**config.mk**
```make
export PLATFORM = sky130hd
export DESIGN_NAME = div_8x3_seq
export DESIGN_NICKNAME = d
export VERILOG_FILES = /design/src/rtl/div_8x3_seq_pkg.sv /design/src/rtl/div_8x3_seq_step.sv /design/src/rtl/div_8x3_seq.sv
export SDC_FILE = /design/constraint.sdc
export NUM_CORES = 1
export LEC_CHECK = 0
export ABC_AREA = 1
export ABC_CLOCK_PERIOD_IN_PS = 4300
export BUFFER_PORTS_ARGS = -buffer_cell sky130_fd_sc_hd__buf_2
export CELL_PAD_IN_SITES_DETAIL_PLACEMENT = 1
export CELL_PAD_IN_SITES_GLOBAL_PLACEMENT = 2
export CORE_MARGIN = 8
export CORE_UTILIZATION = 30
export DETAILED_ROUTE_END_ITERATION = 8
export HOLD_SLACK_MARGIN = 0.12
export PLACE_DENSITY_LB_ADDON = 0.05
export SLEW_MARGIN = 20
export SYNTH_ARGS = -nofsm -noshare
export SYNTH_HDL_FRONTEND = slang
export SYNTH_HIERARCHICAL = 1
export SYNTH_SLANG_ARGS = --single-unit
```
**constraint.sdc**
```tcl
create_clock -name clk -period 4.3 [get_ports clk]
set_input_delay 0.86 -clock clk [delete_from_list [all_inputs] [get_ports clk]]
set_output_delay 0.86 -clock clk [all_outputs]
set_load 0.1 [all_outputs]
```
**src/rtl/div_8x3_seq_pkg.sv**
```systemverilog
// Shared constants and FSM encoding for the sequential 8x3 signed divider.
package div_8x3_seq_pkg;

  localparam int unsigned DivDw = 8;
  localparam int unsigned DivVw = 3;

  typedef enum logic [1:0] {
    StIdle = 2'd0,
    StCalc = 2'd1,
    StSign = 2'd2
  } div_state_e;

endpackage

```
**src/rtl/div_8x3_seq_step.sv**
```systemverilog
// One restoring-division step: shift in the next dividend bit and try to subtract |divisor|.
module div_8x3_seq_step #(
  parameter int unsigned VW = 3
) (
  input  logic [VW:0]   part_i,
  input  logic          bit_i,
  input  logic [VW-1:0] dvs_i,
  output logic [VW:0]   part_o,
  output logic          qbit_o
);

  localparam int unsigned PW = VW + 1;

  logic [VW+1:0] shifted;
  logic [VW+1:0] dvs_ext;

  always_comb begin
    shifted = {part_i, bit_i};
    dvs_ext = {2'b00, dvs_i};
    qbit_o  = (shifted >= dvs_ext);
    // The partial stays below |divisor| <= 4, so the result always fits PW bits.
    part_o  = qbit_o ? PW'(shifted - dvs_ext) : PW'(shifted);
  end

endmodule

```
**src/rtl/div_8x3_seq.sv**
```systemverilog
// Sequential signed divider: restoring division on magnitudes, then sign fix-up.
module div_8x3_seq
  import div_8x3_seq_pkg::*;
#(
  parameter int unsigned DW = DivDw,
  parameter int unsigned VW = DivVw
) (
  input  logic          clk,
  input  logic          rst_n,
  input  logic          start,
  input  logic [DW-1:0] dividend,
  input  logic [VW-1:0] divisor,
  output logic          busy,
  output logic          done,
  output logic [DW-1:0] quotient,
  output logic [VW-1:0] remainder,
  output logic          div_by_zero,
  output logic          overflow
);

  localparam int unsigned CW = $clog2(DW + 1);

  div_state_e    state_q, state_d;
  logic [CW-1:0] count_q, count_d;
  logic [DW-1:0] dvd_q, dvd_d;
  logic [VW:0]   part_q, part_d;
  logic [VW-1:0] dvs_q, dvs_d;
  logic          neg_quo_q, neg_quo_d;
  logic          neg_rem_q, neg_rem_d;
  logic          dbz_q, dbz_d;
  logic          ovf_q, ovf_d;
  logic          busy_q, busy_d;
  logic          done_q, done_d;
  logic [DW-1:0] quotient_q, quotient_d;
  logic [VW-1:0] remainder_q, remainder_d;
  logic          div_by_zero_q, div_by_zero_d;
  logic          overflow_q, overflow_d;

  logic          accept;
  logic [VW:0]   step_part;
  logic          step_qbit;

  // The done cycle is IDLE but must not accept a new request.
  assign accept = (state_q == StIdle) && start && !done_q;

  div_8x3_seq_step #(
    .VW (VW)
  ) u_step (
    .part_i (part_q),
    .bit_i  (dvd_q[DW-1]),
    .dvs_i  (dvs_q),
    .part_o (step_part),
    .qbit_o (step_qbit)
  );

  always_ff @(posedge clk or negedge rst_n) begin
    if (!rst_n) begin
      state_q       <= StIdle;
      count_q       <= '0;
      dvd_q         <= '0;
      part_q        <= '0;
      dvs_q         <= '0;
      neg_quo_q     <= 1'b0;
      neg_rem_q     <= 1'b0;
      dbz_q         <= 1'b0;
      ovf_q         <= 1'b0;
      busy_q        <= 1'b0;
      done_q        <= 1'b0;
      quotient_q    <= '0;
      remainder_q   <= '0;
      div_by_zero_q <= 1'b0;
      overflow_q    <= 1'b0;
    end else begin
      state_q       <= state_d;
      count_q       <= count_d;
      dvd_q         <= dvd_d;
      part_q        <= part_d;
      dvs_q         <= dvs_d;
      neg_quo_q     <= neg_quo_d;
      neg_rem_q     <= neg_rem_d;
      dbz_q         <= dbz_d;
      ovf_q         <= ovf_d;
      busy_q        <= busy_d;
      done_q        <= done_d;
      quotient_q    <= quotient_d;
      remainder_q   <= remainder_d;
      div_by_zero_q <= div_by_zero_d;
      overflow_q    <= overflow_d;
    end
  end

  always_comb begin
    state_d = state_q;
    unique case (state_q)
      StIdle: if (accept) state_d = (divisor == '0) ? StSign : StCalc;
      StCalc: if (count_q == CW'(1)) state_d = StSign;
      StSign: state_d = StIdle;
      default: state_d = StIdle;
    endcase
  end

  always_comb begin
    count_d       = count_q;
    dvd_d         = dvd_q;
    part_d        = part_q;
    dvs_d         = dvs_q;
    neg_quo_d     = neg_quo_q;
    neg_rem_d     = neg_rem_q;
    dbz_d         = dbz_q;
    ovf_d         = ovf_q;
    busy_d        = busy_q;
    done_d        = 1'b0;
    quotient_d    = quotient_q;
    remainder_d   = remainder_q;
    div_by_zero_d = div_by_zero_q;
    overflow_d    = overflow_q;
    unique case (state_q)
      StIdle: begin
        if (accept) begin
          dvd_d     = dividend[DW-1] ? -dividend : dividend;
          dvs_d     = divisor[VW-1] ? -divisor : divisor;
          part_d    = '0;
          count_d   = CW'(DW);
          neg_quo_d = dividend[DW-1] ^ divisor[VW-1];
          neg_rem_d = dividend[DW-1];
          dbz_d     = (divisor == '0);
          ovf_d     = (dividend == {1'b1, {(DW-1){1'b0}}}) && (divisor == '1);
          busy_d    = 1'b1;
        end
      end
      StCalc: begin
        dvd_d   = {dvd_q[DW-2:0], step_qbit};
        part_d  = step_part;
        count_d = count_q - CW'(1);
      end
      StSign: begin
        busy_d        = 1'b0;
        done_d        = 1'b1;
        div_by_zero_d = dbz_q;
        overflow_d    = ovf_q;
        if (dbz_q) begin
          quotient_d  = '0;
          remainder_d = '0;
        end else begin
          // A magnitude of 2^(DW-1) with positive sign wraps to -2^(DW-1).
          quotient_d  = neg_quo_q ? -dvd_q : dvd_q;
          remainder_d = neg_rem_q ? -part_q[VW-1:0] : part_q[VW-1:0];
        end
      end
      default: ;
    endcase
  end

  assign busy        = busy_q;
  assign done        = done_q;
  assign quotient    = quotient_q;
  assign remainder   = remainder_q;
  assign div_by_zero = div_by_zero_q;
  assign overflow    = overflow_q;

endmodule
```
==> reports/metrics.yaml <==
status: "finished clean"
synth_compound_area_frac: 0.105
cts_made_buffers: 5
holdPathEnd: "quotient[4]"
worstSkewPairLatency_ns: 0.29
hold_viol: 0
p_sw_frac: 0.539
worst_pin_slew_ns: 0.912
p_leak_nw: 1.40
ir_worst_vdd_uv: 217
hold_buffers: 0
critPathMaxStageDelay_ns: 0.44
synthMuxAreaShare: 0
routed_wl_um: 6040
reg2reg_slack_ns: 2.58
fmax_mhz: 511
ant_nets: 0
crit_type: "reg -> out"
dr.pass1.iters: 4
rsz0062_at_grt: "false"
postLayoutCellArea_sq_um: 2610
synthSimpleGateAreaFrac: 0.285
switching_power_mw: 1.24
fin_skew_ns: 0.00695
grt_pass1_wl_um: 10300
worst_ep_arrival_time_ns: 1.10
power_density_nw_per_um2: 880
vias: 1940
htree_levels: 2
combPwrFrac: 0.569
clockBufferDepth: 2
diodes: 0
holdCritStartpoint: "quotient[4]"
r2r-start: "dvd_q[7]"
grt_max_degree: 41
synthAdderAreaFrac: 0.0638
post-route-min-period_ns: 1.96
start_util: 0.312
drt_iter0_drc: 77
setup_violations: 0
grt_use_total: 0.126
cap_violations: 0
fp.dieH_um: 103
internal_power_mw: 1.06
tns_ns: 0
postCtsSetupBuffers: 0
drc: 0
placementRows: 31
viasPerCell: 4.56
gp_congestion: 0.748
fp.dieArea_sq_um: 10600
synth_nets: 321
nets: 350
path_buf_inv: 1
worst_path_dominant_cell_family: "buffers and inverters"
slowest_stage: "buf_2"
pwr-share-clk: 0.132
total_power_mw: 2.29
p_seq_frac: 0.299
ctsResizeCount: 0
period_share: 0.455
avgSynthCellArea_sq_um: 7.69
critical_path.max_fanout: 2
hold_depth: 2
r2r_cells: 7
core_area_sq_um: 7290
hold_class: "reg -> reg"
ioPinCount: 29
start_kind: "register"
synth_cell_types: 28
synth_top_family_by_area: "simple AND/OR/NAND/NOR gates"
dp_hpwl_um: 4610
cts_tree: "yes"
path_cells: "buf_2"
crit_required_ns: 3.44
relSlewSlack: 0.392
drive_above_1_share: 0.150
clkTransAtPathRegs_ns: 0.08
antenna_found_initial: 0
portBuffers: 28
placed_area_sq_um: 2500
yosysSeqAreaShare: 0.440
clock-sinks: 40
wl_per_cell_um: 14.2
synth_top_cell_area_share: 0.440
slew_violations: 0
r2r-end: "part_q[2]"
synthTopCellsByArea: "dfrtp_1 (44%), nand2_1 (14%), inv_1 (6.8%), o21ai_0 (6.4%), ha_1 (5.5%)"
die_w_um: 103
syn_area_sq_um: 2280
grt_pass1_vias: 2091
synth_warnings: 6
synth_xor_area_frac: 0.0115
cp-end-kind: "output port"
fillerInstances: 948
synth_top_cell_by_area: "dfrtp_1"
syn_to_final_growth_pct: 14.6
clockRootBuffer: "clkbuf_8"
ys_ff_latch: 40
overflow: 0
syn-instance-count: 296
cells in the final DEF, fill, tap and decap left out, types with 5 or more instances in the layout:
cell	n
a21oi_1	5
buf_2	28
clkbuf_8	5
dfrtp_1	40
ha_1	10
inv_1	41
nand2_1	87
nand3_1	20
nand4_1	7
nor2_1	21
o21ai_0	29
layer usage:
layer | global-route usage | routed length [um] | up-vias
met5 | 0 | 0 | -
met4 | 0.0234 | 34 | 0
met3 | 0.0311 | 261 | 2
met2 | 0.207 | 2690 | 29
met1 | 0.163 | 3060 | 907
li1 | - | - | 1002
how the worst max path moves through the flow:
| stage | from | end | slack [ns] | depth (start not counted) |
|---|---|---|---|---|
| finish | busy | busy | 2.34 | 1 |
| global route | busy | busy | 2.30 | 1 |
| CTS | busy | busy | 2.33 | 1 |
| detailed placement | start | dvd_q[1] | 2.23 | 8 |
| global placement | start | dvd_q[1] | 2.29 | 8 |
| floorplan | div_by_zero | div_by_zero | 2.54 | 0 |
per-stage QoR:
step / instances / setup slack, ns / util / hold slack [ns]
detailed placement: 417 / 2.23 / 0.343 / 0.462
CTS: 425 / 2.33 / 0.358 / 0.484
finish: 425 / 2.34 / 0.358 / 0.479
floorplan: 296 / 2.54 / - / 0.442
global route: 425 / 2.30 / 0.358 / 0.510
global placement: 417 / 2.29 / 0.343 / 0.458
cell families after synthesis:
kind of cell             after synthesis
XOR/XNOR                               3
adder cells (fa/ha/maj)               11
AND/OR/NAND/NOR                      146
buffers and inverters                 53
AO/OA/AOI/OAI                         43
flip-flops                            40
synthesized netlist by cell type:
cell      count
xnor2_1       3
nand2_2       2
nor2_2        1
nand3_2       3
o211ai_1      1
dfrtp_1      40
buf_2         4
nand2_4       1
o31ai_1       1
inv_1        41
nand3_1      20
o22ai_1       3
a22o_1        2
nor2_4        3
nor3_1        1
inv_2         3
o21ai_0      29
o221ai_1      2
clkinv_1      2
ha_1         10
fa_1          1
buf_6         1
nand4_1       7
nor2_1       21
a21oi_1       5
buf_4         1
clkinv_2      1
nand2_1      87
worst register-to-register path, cell delays in order (launching register included):
cell,delay [ns]
dfrtp_1,0.46
inv_1,0.07
ha_1,0.23
fa_1,0.38
xnor2_1,0.14
nand2_1,0.06
nand2_1,0.06
a22o_1,0.20
power groups by stage:
stage               clock network (mW)  logic, mW  registers (mW)
floorplan                            0      0.703            1.03
global placement                     0       1.32           0.692
detailed placement                   0       1.33           0.699
CTS                              0.316       1.33           0.691
global route                     0.330       1.47           0.713
finish                           0.303       1.31           0.685
flip-flops by register name, indices dropped and copies added (netlist names):
name,flops
state_q,2
busy,1
neg_quo_q,1
dvd_q,8
overflow,1
quotient,8
done,1
dvs_q,3
div_by_zero,1
neg_rem_q,1
remainder,3
part_q,4
dbz_q,1
count_q,4
ovf_q,1
area by class of cell:
cell class / count / area, sq um / share of cell area
inverter: 47 / 178 / 0.0681
clock buffer: 6 / 72.6 / 0.0278
multi-input combinational: 203 / 1060 / 0.406
timing repair buffer: 28 / 140 / 0.0537
tap: 99 / 124 / 0.0475
sequential: 40 / 1000 / 0.384
clock inverter: 2 / 35.0 / 0.0134
(Power assumes the default switching activity.)
